## src/rtl/control_sequencer.sv

```systemverilog
// Instruction sequencer: IDLE -> FETCH -> DECODE -> EXEC (EXEC_CYCLES) -> WB, plus a sticky HALT.
// Optional build macro CTRL_SEQ_WAIT_EN makes FETCH wait for fetch_ack.
module control_sequencer #(
   parameter int RD_W        = 2,
   parameter int EXEC_CYCLES = 1
) (
   input  logic                   clk,
   input  logic                   rst,
   input  logic                   en_in,
   input  logic                   fetch_ack,
   input  logic                   zero,
   input  logic [3:0]             opcode,
   input  logic [RD_W-1:0]        rd,
   output logic                   en_fetch_pulse,
   output logic                   en_group_pulse,
   output logic                   en_pc_pulse,
   output logic [1:0]             pc_ctrl,
   output logic [(2**RD_W)-1:0]   reg_en,
   output logic                   alu_in_sel,
   output logic [2:0]             alu_func,
   output logic                   halted
);

   localparam int         NREG      = 2**RD_W;
   localparam logic [3:0] EXEC_LOAD = 4'(EXEC_CYCLES - 1);
   localparam logic [3:0] OP_JMP    = 4'b1000;
   localparam logic [3:0] OP_JZ     = 4'b1001;
   localparam logic [3:0] OP_HALT   = 4'b1010;

   typedef enum logic [2:0] {
      S_IDLE, S_FETCH, S_DECODE, S_EXEC, S_WB, S_HALT
   } state_e;

   state_e            state_q, state_d;
   logic [3:0]        cnt_q, cnt_d;
   logic [3:0]        opcode_q, opcode_d;
   logic [RD_W-1:0]   rd_q, rd_d;
   logic              fetch_held_q, fetch_held_d;
   logic              fetch_done;

`ifdef CTRL_SEQ_WAIT_EN
   assign fetch_done = fetch_ack;
`else
   logic unused_fetch_ack;
   assign unused_fetch_ack = fetch_ack;
   assign fetch_done       = 1'b1;
`endif

   // NOTE: sequential state uses non-blocking assignments only, so every register
   // samples the pre-edge value of its neighbours regardless of statement order.
   always_ff @(posedge clk) begin
      if (rst) begin
         state_q      <= S_IDLE;
         cnt_q        <= '0;
         opcode_q     <= '0;
         rd_q         <= '0;
         fetch_held_q <= 1'b0;
      end else begin
         state_q      <= state_d;
         cnt_q        <= cnt_d;
         opcode_q     <= opcode_d;
         rd_q         <= rd_d;
         fetch_held_q <= fetch_held_d;
      end
   end

   // NOTE: every combinational output is given a default first, so no path can infer a latch.
   always_comb begin
      state_d  = state_q;
      cnt_d    = cnt_q;
      opcode_d = opcode_q;
      rd_d     = rd_q;
      unique case (state_q)
         S_IDLE:   if (en_in) state_d = S_FETCH;
         S_FETCH:  if (fetch_done) state_d = S_DECODE;
         S_DECODE: begin
            opcode_d = opcode;
            rd_d     = rd;
            cnt_d    = EXEC_LOAD;
            state_d  = S_EXEC;
         end
         S_EXEC: begin
            if (cnt_q == '0) state_d = S_WB;
            else             cnt_d   = cnt_q - 4'd1;
         end
         S_WB: begin
            if (opcode_q == OP_HALT) state_d = S_HALT;
            else if (en_in)          state_d = S_FETCH;
            else                     state_d = S_IDLE;
         end
         S_HALT:   state_d = S_HALT;
         default:  state_d = S_IDLE;
      endcase
      // Remembers that the fetch strobe has already fired while FETCH is held.
      fetch_held_d = (state_q == S_FETCH) && (state_d == S_FETCH);
   end

   function automatic logic [3:0] alu_decode(input logic [3:0] op);
      logic [3:0] r;
      r = 4'b0000;
      if (op >= 4'd1 && op <= 4'd6) r = {1'b0, op[2:0]};
      else if (op == 4'd7)          r = 4'b1000;
      return r;
   endfunction

   always_comb begin
      en_fetch_pulse = 1'b0;
      en_group_pulse = 1'b0;
      en_pc_pulse    = 1'b0;
      pc_ctrl        = 2'b00;
      reg_en         = '0;
      alu_in_sel     = 1'b0;
      alu_func       = 3'b000;
      halted         = 1'b0;
      unique case (state_q)
         S_FETCH:  en_fetch_pulse = !fetch_held_q;
         S_DECODE: en_group_pulse = 1'b1;
         S_EXEC:   {alu_in_sel, alu_func} = alu_decode(opcode_q);
         S_WB: begin
            if (opcode_q >= 4'd1 && opcode_q <= 4'd7)
               reg_en = NREG'(1) << rd_q;
            if (opcode_q != OP_HALT) begin
               en_pc_pulse = 1'b1;
               if (opcode_q == OP_JMP || (opcode_q == OP_JZ && zero)) pc_ctrl = 2'b10;
               else                                                   pc_ctrl = 2'b01;
            end
         end
         S_HALT:   halted = 1'b1;
         default:  ;
      endcase
   end

endmodule
```

## config.mk

```make
export PLATFORM = sky130hd
export DESIGN_NAME = control_sequencer
export DESIGN_NICKNAME = d
export VERILOG_FILES = /design/src/rtl/control_sequencer.sv
export SDC_FILE = /design/constraint.sdc
export NUM_CORES = 1
export LEC_CHECK = 0
export CAP_MARGIN = 20
export CORE_ASPECT_RATIO = 1.2
export CORE_MARGIN = 10
export CORE_UTILIZATION = 45
export DETAILED_ROUTE_END_ITERATION = 7
export PLACE_DENSITY = 0.73
export SETUP_SLACK_MARGIN = 0.4
export SYNTH_ARGS = -nofsm -noshare
export SYNTH_HDL_FRONTEND = slang
export SYNTH_SLANG_ARGS = --single-unit
```

## constraint.sdc

```tcl
create_clock -name clk -period 2.25 [get_ports clk]
set_input_delay 0.3375 -clock clk [delete_from_list [all_inputs] [get_ports clk]]
set_output_delay 0.3375 -clock clk [all_outputs]
set_load 0.02 [all_outputs]
```

Word-level counts from Yosys, hierarchy flattened:

Cells that the tools add are included.

* input port bits: 11
* register bits: 14
* output and inout port bits: 14
* word-level logic and storage cells: 53

* add/subtract/negate cells: 1
* reductions and logical operators: 10
* equality and inequality tests: 12
* muxes and demuxes: 21
* shift-type cells: 1
* magnitude comparators: 3

Operators with widths (number)
* $mux W4: 5
* $pmux W3 S6: 1
* $eq A4 B4 Y1 const B: 3
* $mux W3: 4
* $le A4 B3 Y1 const B: 2
* $pmux W4 S2: 1
* $mux W1: 7
* $eq A3 B1 Y1 const B: 2
* $eq A3 B2 Y1 const B: 2
* $eq A3 B3 Y1 const B: 2
* $mux W2: 3
* $eq A4 B3 Y1 const B: 1
* $ge A4 B1 Y1 const B: 1
* $logic_and A1 B1 Y1: 4
* $logic_not A4 Y1: 1
* $ne A4 B4 Y1 const B: 1
* $shl A1 B2 Y4 const A: 1
* $sub A4 B1 Y4 const B: 1
* $logic_not A3 Y1: 1
* $ne A2 B2 Y1 const B: 1
* $reduce_and A2 Y1: 1
* $reduce_bool A2 Y1: 1
* $logic_not A1 Y1: 1
* $logic_or A1 B1 Y1: 1

Depth between registers and ports, before layout:

* depth after elaboration: 6
* gate-level depth with buffers: 6
* mapped depth without buffers: 5

Worst setup path before layout:

No wires, ideal clock.

* path type: register to output
* from: register state_q[0]
* to: output port pc_ctrl[1]
* required time: 1.913 ns
* arrival time: 1.961 ns
* stages on the path, launching flop included: 4
* buffers on the path: 1
* path slack: -0.048 ns
* cell sequence: dfxtp_1 > buf_6 > or3b_4 > a2111oi_0

* cells in the longest elaborated chain, start to end: 2

RTL lines
* start, declared: line 34 `state_e state_q, state_d;`
* start signal, assigned: line 59 `state_q <= state_d;`
* $eq A3 B3 Y1: line 115 `unique case (state_q)`
* $mux W2: line 115
* end, declared: line 17 `output logic [1:0] pc_ctrl,`

No other way between the ends.

Worst setup path in the final report:

* from: register state_q[1]
* to: output port reg_en[1]

* cells in the longest elaborated chain, start to end: 2

RTL lines
* $eq A3 B3 Y1: line 115
* $mux W4: line 115
* end, declared: line 18 `output logic [(2**RD_W)-1:0] reg_en,`

No other way between the ends.

==> results.json <==
{
  "holdCritPathClass": "reg2reg",
  "dieHeight_um": 66.9,
  "io_buffers": 23,
  "fin_ws_ps": 202,
  "synthXorXnorAreaFrac": 0,
  "grt_pass1_vias": 759,
  "async_reset_ff_frac": 0,
  "fin_worst_skew_ps": 4.67,
  "cp_max_fo": 3,
  "fmax_mhz": 488,
  "powerDensity_nw_per_um2": 509,
  "path_buf_inv": 1,
  "fin_crit_ps": 2050,
  "met1_length_um": 883,
  "drt-wirelength-per-cell_um": 13.9,
  "cts_tree": "yes",
  "synth_seq_cells": 14,
  "cts.path.max_buffers": 2,
  "drt_iter0_drc": 29,
  "synth_most_common_cell": "nand2_1",
  "grt_start_max_net_pins": 14,
  "synth_compound_area_frac": 0.168,
  "pre_cts_ws_ps": -4.16,
  "outcome": "finished clean",
  "synth_area_leaders": "dfxtp_1 (34%), nand2_1 (7.3%), a21oi_1 (6.7%)",
  "numClockSinks": 14,
  "rrSetupSlack_ps": 570,
  "antenna_found_initial": 0,
  "firstDrtPassIters": 4,
  "dr_wl_met2_um": 1020,
  "path_class": "reg2out",
  "drive_gt1_frac": 0.333,
  "ios": 25,
  "yosys.area_share.adder": 0.0303,
  "ys_top_cells_by_count": "nand2_1 (16), dfxtp_1 (14), a21oi_1 (11), inv_1 (6)",
  "finalSetupViolCount": 0,
  "syn_area_um2": 826,
  "gp_congestion": 0.734,
  "critPathRequiredTime_ps": 1910,
  "synth_top_family_by_area": "simple AND/OR/NAND/NOR gates",
  "syn_avg_cell_area_um2": 8.10,
  "ir_drop_uv": 471,
  "critPathTopFamily": "simple AND/OR/NAND/NOR gates",
  "clock-root-buffer": "clkbuf_4",
  "max_stage_delay_ps": 400,
  "leakagePower_uw": 0.000476,
  "die_w_um": 59.1,
  "syn_to_final_growth_pct": 44.2,
  "cts_htree_levels": 1,
  "synthFlopType": "dfxtp_1",
  "top_layer_used": "met4",
  "yosys.area_share.simple": 0.379,
  "maxCapViolCount": 0,
  "synth.distinct_cells": 38,
  "relSlewSlack": 0.667,
  "synth_top_area_share": 0.339,
  "yosys-mux-area-fraction": 0,
  "period_share": 0.910,
  "path_cells": "or3b_4 -> or3_4 -> nor3b_4 -> buf_6",
  "tightest_slew_ps": 497,
  "dr_wl_met3_um": 147,
  "syn_inst": 102,
  "drc": 0,
  "initial_core_util": 0.491,
  "row_count": 16,
  "dp_hpwl_um": 1540,
  "rsz0062_at_grt": "yes",
  "grt_first_pass_wirelength_um": 3440,
  "slew_viol_final": 0,
  "startpoint_type": "flop",
  "slowest_stage": "or3b_4",
  "track_usage": 0.107,
  "overflow": 0,
  "fin_nets": 146,
  "hold_violations": 0,
  "ys_warn_count": 0,
  "core_um2": 1680,
  "dr_total_vias": 825,
  "antenna_left": 0,
  "endpoint_kind": "output port",
  "vias_per_cell": 5.50,
  "crit_arrival_ps": 1710,
  "dieArea_um2": 3960,
  "final_util": 0.708,
  "wirelength_um": 2090,
  "antennaDiodeCount": 0,
  "clkSlewWorstSetupHoldPaths_ps": 90,
  "clk_latency_ps": 280,
  "numCtsBuffers": 3,
  "synth_seq_area_share": 0.339,
  "synth.net_count": 115,
  "yosysTopAreaCell": "dfxtp_1",
  "synth_edf_count": 0
}
-- final cells by class --
| type | instances | area (µm²) |
|---|---|---|
| timing repair buffer | 32 | 278 |
| multi-input combinational | 75 | 544 |
| tap | 18 | 22.5 |
| inverter | 7 | 26.3 |
| sequential | 14 | 284 |
| clock buffer | 4 | 36.3 |
| fill | 136 | 490 |
-- cells by family after synthesis --
group                      count (synthesis)
buffers and inverters                     13
DFF                                       14
AOI/OAI and AO/OA                         23
other                                      1
and+or+nand+nor                           49
adders and majority gates                  2
-- worst paths after layout --
check / cells past startpoint / start / endpoint
worst max-delay path: 4 / state_q[1] / reg_en[1]
worst min-delay path: 2 / cnt_q[0] / cnt_q[0]
worst max register to register: 5 / cnt_q[0] / cnt_q[3]
worst min register to register: 2 / cnt_q[0] / cnt_q[0]
-- state kept, by name (all words and copies together), names as in the netlist --
register / cells
fetch_held_q: 1
state_q: 3
cnt_q: 4
rd_q: 2
opcode_q: 4
-- what timing repair did --
item,in CTS,in global routing
pin swaps,5,2
setup endpoints to repair,14,11
endpoints found under the hold margin,0,0
hold buffers,0,0
setup buffers,1,1
resized for setup,66,12
-- cell usage in the layout, fill, tap and decap left out, types with 3 or more instances in the layout --
cell and n:
and3_1 3, a21oi_1 11, clkbuf_4 3, nor2_1 3
inv_1 6, buf_6 7, buf_2 4, nand2_1 16
buf_4 10, clkdlybuf4s50_1 9, dfxtp_2 3, o21ai_0 4
dfxtp_1 11
-- tightest hold or removal path: stages, from the launching register on --
cell and delay (ps):
dfxtp_1 320, o21ai_0 70, a21oi_1 60
-- metrics by stage --
stage	hold WS [ps]	total power [µW]	TNS [ps]	instance area, µm²	cells
2_1_floorplan	416	378	0	850	102
3_3_place_gp	474	423	0	1120	144
3_5_place_dp	479	427	-4.16	1120	144
4_1_cts	492	611	0	1150	149
5_1_grt	515	640	0	1190	150
6_report	488	607	0	1190	150
-- where the power goes --
part           internal [µW]  switching [µW]
Sequential               266            18.7
Clock                   98.4            80.3
Combinational           72.1            71.7
Total                    436             171
-- per-layer routing --
| metal | vias up | track usage |
|---|---|---|
| li1 | 423 | - |
| met1 | 378 | 0.112 |
| met2 | 20 | 0.191 |
| met3 | 4 | 0.0398 |
| met4 | 0 | 0.0345 |
| met5 | - | 0 |
Power figures use the tool's default switching activity.
